## config.mk

```make
export PLATFORM = sky130hd
export DESIGN_NAME = multicycle_cpu_flat
export DESIGN_NICKNAME = d
export VERILOG_FILES = /design/src/rtl/cpu_pkg.sv /design/src/rtl/multicycle_cpu_if.sv /design/src/rtl/reg_file.sv /design/src/rtl/multicycle_cpu.sv /design/src/flat_wrapper.sv
export SDC_FILE = /design/constraint.sdc
export NUM_CORES = 1
export LEC_CHECK = 0
export BUFFER_PORTS_ARGS = -buffer_cell sky130_fd_sc_hd__buf_4
export CAP_MARGIN = 10
export CELL_PAD_IN_SITES_DETAIL_PLACEMENT = 1
export CELL_PAD_IN_SITES_GLOBAL_PLACEMENT = 2
export CORE_ASPECT_RATIO = 0.75
export CORE_UTILIZATION = 47
export DETAILED_ROUTE_END_ITERATION = 12
export GPL_ROUTABILITY_DRIVEN = 1
export GPL_TIMING_DRIVEN = 1
export PLACE_DENSITY_LB_ADDON = 0.1
export SLEW_MARGIN = 10
export SYNTH_ARGS = -nofsm -noshare
export SYNTH_HDL_FRONTEND = slang
export SYNTH_SLANG_ARGS = --single-unit
```

## constraint.sdc

```tcl
create_clock -name clk -period 11.6 [get_ports clk]
set_clock_uncertainty 0.1 [all_clocks]
set_input_delay 1.74 -clock clk [delete_from_list [all_inputs] [get_ports clk]]
set_output_delay 1.74 -clock clk [all_outputs]
set_load 0.05 [all_outputs]
```

## src/rtl/cpu_pkg.sv

```systemverilog
// Shared opcodes, FSM state type and instruction-field helpers for the multi-cycle core.
package cpu_pkg;

    localparam int unsigned OPC_W = 4;

    localparam logic [3:0] OP_ADD  = 4'h0;
    localparam logic [3:0] OP_SUB  = 4'h1;
    localparam logic [3:0] OP_AND  = 4'h2;
    localparam logic [3:0] OP_OR   = 4'h3;
    localparam logic [3:0] OP_ADDI = 4'h4;
    localparam logic [3:0] OP_ANDI = 4'h5;
    localparam logic [3:0] OP_LD   = 4'h6;
    localparam logic [3:0] OP_ST   = 4'h7;
    localparam logic [3:0] OP_BEQ  = 4'h8;
    localparam logic [3:0] OP_BCS  = 4'h9;
    localparam logic [3:0] OP_JMP  = 4'hA;
    localparam logic [3:0] OP_HALT = 4'hF;

    typedef enum logic [2:0] {
        S_FETCH,
        S_DECODE,
        S_EXEC,
        S_MEM,
        S_WB,
        S_HALT
    } cpu_state_t;

    function automatic int unsigned imm_width(input int unsigned data_w, input int unsigned rw);
        return data_w - OPC_W - 2 * rw;
    endfunction

    function automatic int unsigned rd_lsb(input int unsigned data_w, input int unsigned rw);
        return data_w - OPC_W - rw;
    endfunction

    function automatic int unsigned ra_lsb(input int unsigned data_w, input int unsigned rw);
        return data_w - OPC_W - 2 * rw;
    endfunction

    // Opcodes 0..5 are the register-writing ALU group that also updates ZF/CF.
    function automatic logic is_alu_op(input logic [3:0] op);
        return (op <= OP_ANDI);
    endfunction

endpackage

```

## src/rtl/multicycle_cpu_if.sv

```systemverilog
// Instruction and data memory req/ack buses of the multi-cycle core.
interface multicycle_cpu_if #(
    parameter int unsigned DATA_W = 18,
    parameter int unsigned PC_W   = 10
) ();

    logic              imem_req;
    logic [PC_W-1:0]   imem_addr;
    logic [DATA_W-1:0] imem_rdata;
    logic              imem_ack;

    logic              dmem_req;
    logic              dmem_we;
    logic [PC_W-1:0]   dmem_addr;
    logic [DATA_W-1:0] dmem_wdata;
    logic [DATA_W-1:0] dmem_rdata;
    logic              dmem_ack;

    modport master (
        output imem_req, imem_addr,
        input  imem_rdata, imem_ack,
        output dmem_req, dmem_we, dmem_addr, dmem_wdata,
        input  dmem_rdata, dmem_ack
    );

    modport slave (
        input  imem_req, imem_addr,
        output imem_rdata, imem_ack,
        input  dmem_req, dmem_we, dmem_addr, dmem_wdata,
        output dmem_rdata, dmem_ack
    );

endinterface

```

## src/rtl/reg_file.sv

```systemverilog
// 2**RW x DATA_W register file: two asynchronous read ports, one synchronous write port.
module reg_file #(
    parameter int unsigned DATA_W = 18,
    parameter int unsigned RW     = 4
) (
    input  logic              clk,
    input  logic              reset_n,
    input  logic [RW-1:0]     ra_addr,
    output logic [DATA_W-1:0] ra_data,
    input  logic [RW-1:0]     rb_addr,
    output logic [DATA_W-1:0] rb_data,
    input  logic              we,
    input  logic [RW-1:0]     waddr,
    input  logic [DATA_W-1:0] wdata
);

    localparam int unsigned NREG = 2 ** RW;

    logic [DATA_W-1:0] regs [NREG];

    always_ff @(posedge clk or negedge reset_n) begin
        if (!reset_n) begin
            for (int unsigned i = 0; i < NREG; i++) begin
                regs[i] <= '0;
            end
        end else if (we) begin
            regs[waddr] <= wdata;
        end
    end

    assign ra_data = regs[ra_addr];
    assign rb_data = regs[rb_addr];

endmodule

```

## src/rtl/multicycle_cpu.sv

```systemverilog
// Multi-cycle core: FETCH/DECODE/EXEC/MEM/WB/HALT sequencing, ALU, flags and PC logic
// around an external req/ack instruction and data memory.
module multicycle_cpu
    import cpu_pkg::*;
#(
    parameter int unsigned DATA_W = 18,
    parameter int unsigned PC_W   = 10,
    parameter int unsigned RW     = 4
) (
    input  logic                   clk,
    input  logic                   reset_n,
    multicycle_cpu_if.master       bus,
    output logic                   halted,
    output logic [PC_W-1:0]        dbg_pc,
    output logic [3:0]             dbg_opcode
);

    localparam int unsigned IMW    = imm_width(DATA_W, RW);
    localparam int unsigned RD_LSB = rd_lsb(DATA_W, RW);
    localparam int unsigned RA_LSB = ra_lsb(DATA_W, RW);

    cpu_state_t state, state_n;

    logic [PC_W-1:0]   pc, pc_next, pc_inc, pc_br;
    logic [DATA_W-1:0] ir, op_a, op_b, res;
    logic              zf, cf;

    logic [3:0]        opcode;
    logic [RW-1:0]     rd_sel, ra_sel, rb_sel, rf_b_sel;
    logic [IMW-1:0]    imm;
    logic [DATA_W-1:0] imm_z;
    logic [DATA_W-1:0] rf_a, rf_b;

    logic [DATA_W-1:0] alu_res, add_rhs;
    logic [DATA_W:0]   add_sum;
    logic              alu_cf, alu_flag_we;

    logic fetch_req, ir_we, opnd_we, exec_en, mem_req, ld_done, rf_we;

    assign opcode   = ir[DATA_W-1 -: 4];
    assign rd_sel   = ir[RD_LSB +: RW];
    assign ra_sel   = ir[RA_LSB +: RW];
    assign imm      = ir[IMW-1:0];
    assign rb_sel   = imm[IMW-1 -: RW];
    assign imm_z    = {{(DATA_W-IMW){1'b0}}, imm};
    // Stores need R[rd] rather than R[rb], so port B is steered to rd for ST.
    assign rf_b_sel = (opcode == OP_ST) ? rd_sel : rb_sel;

    reg_file #(
        .DATA_W (DATA_W),
        .RW     (RW)
    ) u_rf (
        .clk     (clk),
        .reset_n (reset_n),
        .ra_addr (ra_sel),
        .ra_data (rf_a),
        .rb_addr (rf_b_sel),
        .rb_data (rf_b),
        .we      (rf_we),
        .waddr   (rd_sel),
        .wdata   (res)
    );

    always_comb begin
        add_rhs     = (opcode == OP_ADDI) ? imm_z : op_b;
        add_sum     = {1'b0, op_a} + {1'b0, add_rhs};
        alu_res     = '0;
        alu_cf      = 1'b0;
        alu_flag_we = is_alu_op(opcode);
        case (opcode)
            OP_ADD, OP_ADDI: begin
                alu_res = add_sum[DATA_W-1:0];
                alu_cf  = add_sum[DATA_W];
            end
            OP_SUB: begin
                alu_res = op_a - op_b;
                alu_cf  = (op_a < op_b);
            end
            OP_AND:  alu_res = op_a & op_b;
            OP_OR:   alu_res = op_a | op_b;
            OP_ANDI: alu_res = op_a & imm_z;
            default: ;
        endcase
    end

    assign pc_inc = pc + PC_W'(1);
    assign pc_br  = pc_inc + PC_W'($signed(imm));

    always_comb begin
        pc_next = pc_inc;
        case (opcode)
            OP_BEQ:  pc_next = zf ? pc_br : pc_inc;
            OP_BCS:  pc_next = cf ? pc_br : pc_inc;
            OP_JMP:  pc_next = ir[PC_W-1:0];
            default: ;
        endcase
    end

    always_ff @(posedge clk or negedge reset_n) begin
        if (!reset_n) begin
            state <= S_FETCH;
        end else begin
            state <= state_n;
        end
    end

    always_comb begin
        state_n   = state;
        fetch_req = 1'b0;
        ir_we     = 1'b0;
        opnd_we   = 1'b0;
        exec_en   = 1'b0;
        mem_req   = 1'b0;
        ld_done   = 1'b0;
        rf_we     = 1'b0;
        case (state)
            S_FETCH: begin
                fetch_req = 1'b1;
                if (bus.imem_ack) begin
                    ir_we   = 1'b1;
                    state_n = S_DECODE;
                end
            end
            S_DECODE: begin
                opnd_we = 1'b1;
                state_n = S_EXEC;
            end
            S_EXEC: begin
                exec_en = 1'b1;
                if (is_alu_op(opcode)) begin
                    state_n = S_WB;
                end else if (opcode == OP_LD || opcode == OP_ST) begin
                    state_n = S_MEM;
                end else if (opcode == OP_HALT) begin
                    state_n = S_HALT;
                end else begin
                    state_n = S_FETCH;
                end
            end
            S_MEM: begin
                mem_req = 1'b1;
                if (bus.dmem_ack) begin
                    if (opcode == OP_LD) begin
                        ld_done = 1'b1;
                        state_n = S_WB;
                    end else begin
                        state_n = S_FETCH;
                    end
                end
            end
            S_WB: begin
                rf_we   = 1'b1;
                state_n = S_FETCH;
            end
            S_HALT: ;
            default: state_n = S_FETCH;
        endcase
    end

    always_ff @(posedge clk or negedge reset_n) begin
        if (!reset_n) begin
            pc   <= '0;
            ir   <= '0;
            zf   <= 1'b0;
            cf   <= 1'b0;
            op_a <= '0;
            op_b <= '0;
            res  <= '0;
        end else begin
            if (ir_we) begin
                ir <= bus.imem_rdata;
            end
            if (opnd_we) begin
                op_a <= rf_a;
                op_b <= rf_b;
            end
            if (exec_en) begin
                pc  <= pc_next;
                res <= alu_res;
                if (alu_flag_we) begin
                    zf <= (alu_res == '0);
                    cf <= alu_cf;
                end
            end
            if (ld_done) begin
                res <= bus.dmem_rdata;
            end
        end
    end

    // State resets to FETCH, so the fetch request is masked while reset is held.
    assign bus.imem_req   = fetch_req & reset_n;
    assign bus.imem_addr  = pc;
    assign bus.dmem_req   = mem_req;
    assign bus.dmem_we    = mem_req & (opcode == OP_ST);
    assign bus.dmem_addr  = PC_W'(op_a + imm_z);
    assign bus.dmem_wdata = op_b;

    assign halted     = (state == S_HALT);
    assign dbg_pc     = pc;
    assign dbg_opcode = opcode;

endmodule

```

## src/flat_wrapper.sv

```systemverilog
// flat-port wrapper written by rule: the top's interface ports become plain ports
module multicycle_cpu_flat import cpu_pkg::*;
#(
    parameter int unsigned DATA_W = 18,
    parameter int unsigned PC_W   = 10,
    parameter int unsigned RW     = 4
)
  (clk, reset_n, halted, dbg_pc, dbg_opcode, bus_imem_req, bus_imem_addr, bus_imem_rdata, bus_imem_ack, bus_dmem_req, bus_dmem_we, bus_dmem_addr, bus_dmem_wdata, bus_dmem_rdata, bus_dmem_ack);
  multicycle_cpu_if #(.DATA_W(DATA_W), .PC_W(PC_W)) bus_i ();
  input  logic clk;
  input  logic reset_n;
  output logic halted;
  output logic [PC_W-1:0] dbg_pc;
  output logic [3:0] dbg_opcode;
  output wire logic [$bits(bus_i.imem_req)-1:0] bus_imem_req;
  output wire logic [$bits(bus_i.imem_addr)-1:0] bus_imem_addr;
  input wire logic [$bits(bus_i.imem_rdata)-1:0] bus_imem_rdata;
  input wire logic [$bits(bus_i.imem_ack)-1:0] bus_imem_ack;
  output wire logic [$bits(bus_i.dmem_req)-1:0] bus_dmem_req;
  output wire logic [$bits(bus_i.dmem_we)-1:0] bus_dmem_we;
  output wire logic [$bits(bus_i.dmem_addr)-1:0] bus_dmem_addr;
  output wire logic [$bits(bus_i.dmem_wdata)-1:0] bus_dmem_wdata;
  input wire logic [$bits(bus_i.dmem_rdata)-1:0] bus_dmem_rdata;
  input wire logic [$bits(bus_i.dmem_ack)-1:0] bus_dmem_ack;
  assign bus_imem_req = bus_i.imem_req;
  assign bus_imem_addr = bus_i.imem_addr;
  assign bus_i.imem_rdata = bus_imem_rdata;
  assign bus_i.imem_ack = bus_imem_ack;
  assign bus_dmem_req = bus_i.dmem_req;
  assign bus_dmem_we = bus_i.dmem_we;
  assign bus_dmem_addr = bus_i.dmem_addr;
  assign bus_dmem_wdata = bus_i.dmem_wdata;
  assign bus_i.dmem_rdata = bus_dmem_rdata;
  assign bus_i.dmem_ack = bus_dmem_ack;
  multicycle_cpu #(.DATA_W(DATA_W), .PC_W(PC_W), .RW(RW)) u_core (.clk(clk), .reset_n(reset_n), .bus(bus_i), .halted(halted), .dbg_pc(dbg_pc), .dbg_opcode(dbg_opcode));
endmodule
```

# After elaboration in Yosys (flattened, before gate mapping)

Cells that the tools add are included.

Add/sub/neg operators: 5
Multiplexer cells: 35
Reduce and logical (&&, ||, !) cells: 9
$lt $le $gt $ge: 6
Equality and inequality tests: 18
Bitwise operators: 9

Operator list:

| cell                  | count |
|---|---|
| $bwmux 288            | 1 |
| $bmux 18 s4           | 2 |
| $mux 18               | 8 |
| $pmux 18 s5           | 1 |
| $demux 18 s4          | 1 |
| $pmux 10 s3           | 1 |
| $mux 10               | 2 |
| $add 18x18->19        | 1 |
| $and 18x18->18        | 1 |
| $and 18x6->18         | 1 |
| $logic_not 18->1      | 1 |
| $lt 18x18->1          | 1 |
| $mux 3                | 6 |
| $or 18x18->18         | 1 |
| $sub 18x18->18        | 1 |
| $eq 4x3->1 const B    | 4 |
| $eq 4x4->1 const B    | 4 |
| $ge 5x5->1 const B    | 3 |
| $not 4->5             | 3 |
| $pmux 3 s5            | 1 |
| $add 10x1->10 const B | 1 |
| $add 10x10->10        | 1 |
| $add 10x6->10         | 1 |
| $mux 1                | 10 |
| 20 further kinds      | 25 |

Output and inout bits: 56
Input port bits: 40
Flip-flop bits (word level): 375
Logic and storage cells: 106

# Logic depth before layout (Yosys ltp)

Depth after elaboration: 6
Depth in mapped cells: 19
Depth with buffers taken out: 16

# Cells and area by module

A second synthesis with hierarchy kept.

Cells, all modules: 1,881
Area total of the unflattened synthesis: 22,925.7 µm²

By module, submodules not included:

| module         | instances | cells an instance | area each (µm²) |
|---|---|---|---|
| reg_file       | 1         | 947               | 15,123.3 |
| multicycle_cpu | 1         | 934               | 7,802.5 |

# Worst setup path before layout

OpenSTA, ideal clock, no wires.

Path type: register to output
Start point: register u_core.op_a[0]
End point: output port bus_dmem_addr[8]
Path slack: 7,186 ps
Path buffers: 0
Arrival: 2,574 ps
Cell stages (with the launch flop): 11
Cells stage by stage: dfrtp_1 > ha_1 > inv_1 > fa_1 > inv_1 > a21oi_1 > o21bai_1 > a21oi_1 > o21bai_1 > nand3_1 > xnor2_1

Word-level cells in the longest chain between the ends: 1

Ends and longest elaborated chain:

| item                   | line                  | source |
|---|---|---|
| start, declared        | multicycle_cpu.sv:25  | `logic [DATA_W-1:0] ir, op_a, op_b, res;` |
| start signal, assigned | multicycle_cpu.sv:174 | `op_a <= rf_a;` |
| $add 10x6->10          | multicycle_cpu.sv:196 | `assign bus.dmem_addr = PC_W'(op_a + imm_z);` |
| end, declared          | flat_wrapper.sv:21    | `output wire logic [$bits(bus_i.dmem_addr)-1:0] bus_dmem_addr;` |

No other way between the ends.

# Worst setup path after layout

Start point: register u_core.ir[14]
End point: register u_core.zf

Word-level cells in the longest chain between the ends: 5
Elaborated cells on any way between the ends: 13

Ends and longest elaborated chain:

| item                   | line                                       | source |
|---|---|---|
| start, declared        | multicycle_cpu.sv:25                       |  |
| start signal, assigned | multicycle_cpu.sv:171                      | `ir <= bus.imem_rdata;` |
| $eq 4x3->1             | multicycle_cpu.sv:65, multicycle_cpu.sv:70 |  |
| $mux 18                | multicycle_cpu.sv:65                       | `add_rhs = (opcode == OP_ADDI) ? imm_z : op_b;` |
| $add 18x18->19         | multicycle_cpu.sv:66                       | `add_sum = {1'b0, op_a} + {1'b0, add_rhs};` |
| $pmux 18 s5            | multicycle_cpu.sv:70                       | `case (opcode)` |
| $logic_not 18->1       | multicycle_cpu.sv:181                      | `zf <= (alu_res == '0);` |
| end signal, assigned   | multicycle_cpu.sv:181                      |  |
| end, declared          | multicycle_cpu.sv:26                       | `logic zf, cf;` |

Parallel ways exist; a longest one is shown, timed or not.
A chain may end at the register's enable or synchronous reset.

==> results.cfg <==
[floorplanning]
dieHeight_um = 192.5
initial_core_util_pct = 47.79
dieArea_um2 = 49260
ios = 96
rows = 69
core_um2 = 47570
dieWidth_um = 256.0

[routing]
routedWlPerCell_um = 27.78
via_count = 16130
viasPerCell = 6.269
ant_nets = 0
drc = 0
drtIter0Drc = 1305
wl_mm = 71.46
first_pass_iters = 5

[cts]
cts_tree = yes
htreeDepth = 2
cts_setup_buffers = 0
clockBufferDepth = 3
numCtsBuffers = 42
clock_sinks = 375
cts_resized = 0
cts_hold_buffers = 0
cts_root_buf = clkbuf_16
clkLatencyLatePin_ps = 590
path_clk_slew_ps = 70

[yosys]
synth_xor_area_share_pct = 1.772
synth_seq_cells = 375
yosys.area.top_type = dfrtp_1
synth.area.top_cells = dfrtp_1 (41%), mux4_2 (16%), mux2_2 (16%)
synth_top_family_by_area = multiplexers
synth_top_cell_area_share_pct = 41.28
yosysWarnings = 0
avgSynthCellArea_um2 = 12.21
synth_mux_area_share_pct = 32.62
yosysUniqueCellTypes = 79
synth-edff-count = 0
yosys_most_used_dff = dfrtp_1
syn_inst = 1862
synth_fa_ha_area_share_pct = 5.306
synth_compound_area_share_pct = 7.320
yosysSeqAreaShare_pct = 41.28
synthArstFlopShare_pct = 100.0
syn_area_um2 = 22730
synthSimpleGateAreaFrac_pct = 7.953
synth_fp_nets = 1996

[place]
hpwl_mm = 46.33
io_buffers = 95
place.gp.congestion = 0.9000

[setup_path]
critPathTopFamily = simple AND/OR/NAND/NOR gates
crit_path_max_fanout = 24
startpoint_type = register
path_cells = or3_1 -> nor2_2 -> nand2_1 -> o21ai_0 -> ha_1 -> fa_1 -> nand3_1 -> a211oi_1 -> nor2_1 -> o311ai_1 -> mux2i_1 -> a21oi_1 -> a211oi_1 -> and4_1 -> and4_1 -> a32o_1
path_buf_inv = 0
cpPeakStageDelay_ps = 880
end_kind = register
cp.required_ps = 12020
setup.worst_path.class = reg2reg
crit_slowest_cell = nor2_2
arrival_ps = 6080

[final_layout]
num_antenna_cells = 0
drive_gt1_share_pct = 36.83
layout.nets = 2035
syn_to_final_growth_pct = 12.03

[power]
swShare_pct = 44.92
switching_power_mw = 3.293
internal_power_mw = 4.038
cellLeakagePower_nw = 11.68
p_seq_share_pct = 32.4
power_mw = 7.331
irDropWorstVdd_v = 0.0002062
powerDensity_nw_per_um2 = 287.9
combPwrFrac_pct = 48.2
p_clk_share_pct = 19.3

[job]
maxCapViolCount = 0

[sta]
finalHoldViolCount = 0
fmax_mhz = 176.9
fin_crit_ps = 5653
rsz0062_at_grt = false
worst_pin_slew_ps = 1115
setup_viol = 0
worst_hold_slack_ps = 423.5
fin_crit_sh_pct = 48.73
setup-tns-final_ps = 0
slew_viol_final = 0
maxSlewHeadroom_pct = 25.47

[global_routing]
grt_util_all_layers_pct = 29.63
grt_pass1_wl_mm = 108.9
grt_max_degree = 154
grt_pass1_vias = 16710
gr-total-overflow = 0
grt_antenna_before_repair = 1

[min_path]
hp-class = reg2reg

[status]
run_status = complete, no violations
==> cells in the mapped netlist, types with 4 or more instances <==
| cell | instances |
|---|---|
| dfrtp_1 | 375 |
| mux2_2 | 321 |
| nand2_1 | 172 |
| mux4_2 | 162 |
| ha_1 | 90 |
| nor2_1 | 86 |
| clkbuf_1 | 80 |
| o21ai_0 | 79 |
| inv_1 | 68 |
| a21oi_1 | 63 |
| nand3_1 | 35 |
| xnor2_1 | 33 |
| buf_4 | 21 |
| buf_1 | 16 |
| buf_2 | 15 |
| nand2b_1 | 15 |
| nor3_1 | 15 |
| o22ai_1 | 15 |
| a211oi_1 | 14 |
| a21o_1 | 13 |
| mux2i_1 | 13 |
| nor2b_1 | 13 |
| xor2_1 | 13 |
| a221oi_1 | 12 |
| o21bai_1 | 8 |
| a22oi_1 | 7 |
| o31ai_1 | 7 |
| nor4_1 | 6 |
| o21ai_1 | 5 |
| or3_1 | 5 |
| a31oi_1 | 4 |
| and4_1 | 4 |
| fa_1 | 4 |
| nor3b_1 | 4 |
| or4_1 | 4 |
==> worst reg2reg max path, cell delays in order, from the launching register on <==
cell and delay (ps):
dfrtp_1 650, or3_1 730, nor2_2 880, nand2_1 100
o21ai_0 110, ha_1 270, fa_1 250, nand3_1 160
a211oi_1 530, nor2_1 140, o311ai_1 460, mux2i_1 250
a21oi_1 80, a211oi_1 280, and4_1 270, and4_1 200
a32o_1 160
==> power by group through the flow <==
stage          Combinational (mW)  Sequential (mW)  Clock (mW)
6_report                     3.54             2.38        1.42
5_1_grt                      3.81             2.45        1.49
4_1_cts                      3.54             2.37        1.45
3_5_place_dp                 3.52             2.39           0
3_3_place_gp                 3.48             2.35           0
2_1_floorplan                2.70             2.06           0
==> stage by stage <==
step                std cells  area [um^2]  util, %  setup WS (ps)
floorplan                1862        22730        -           7186
global placement         2496        24010    50.47           6246
detailed placement       2496        24010    50.47           6024
CTS                      2572        25460    53.53           6029
global route             2572        25470    53.54           5543
finish                   2572        25470    53.54           5947
==> cell families after synthesis <==
family,after synthesis
mux,497
fa+ha+maj,94
xor+xnor,46
compound gates,261
buf+inv,201
simple gates,388
flops,375
==> final cells by class <==
class,instances,area [um^2]
clock inverters,16,257.7
clock buffers,60,1199
multi-input cells,1286,12570
fillers,4829,22100
repair buffers,127,985.9
flip-flops and latches,375,9394
inverters,69,259.0
well taps,639,799.5
==> layout by cell type (no fill, tap or decap), types with 15 or more instances in the layout <==
master	n
nand2_1	170
dfrtp_1	371
buf_4	124
nand2b_1	15
o22ai_1	15
clkbuf_16	42
mux2_2	321
ha_1	90
a21oi_1	63
xnor2_1	33
mux4_2	162
o21ai_0	79
inv_1	68
nor2_1	79
nand3_1	35
==> metal layers <==
metal	global-route usage (%)	wire length, um
met2	46.70	32910
met5	0	0
met3	4.268	3672
met1	43.21	33370
met4	7.508	1508
==> registers in the layout (all words and copies together), names as in the netlist <==
name	flops
u_core.bus.imem_addr	10
u_core.cf	1
u_core.state	3
u_core.bus.dmem_wdata	18
u_core.u_rf.regs	288
u_core.op_a	18
u_core.ir	18
u_core.zf	1
u_core.res	18
==> worst paths after layout <==
path,startpoint,to,slack [ps],cells past startpoint
min in group asynchronous,reset_n,u_core.u_rf.regs[91],1020,1
worst min-delay path,u_core.u_rf.regs[28],u_core.u_rf.regs[28],420,1
worst max register to register,u_core.ir[14],u_core.zf,5950,16
max in group asynchronous,reset_n,u_core.u_rf.regs[13],8120,3
worst max-delay path,u_core.ir[14],u_core.zf,5950,16
worst min register to register,u_core.u_rf.regs[28],u_core.u_rf.regs[28],420,1
(Power assumes the default switching activity.)
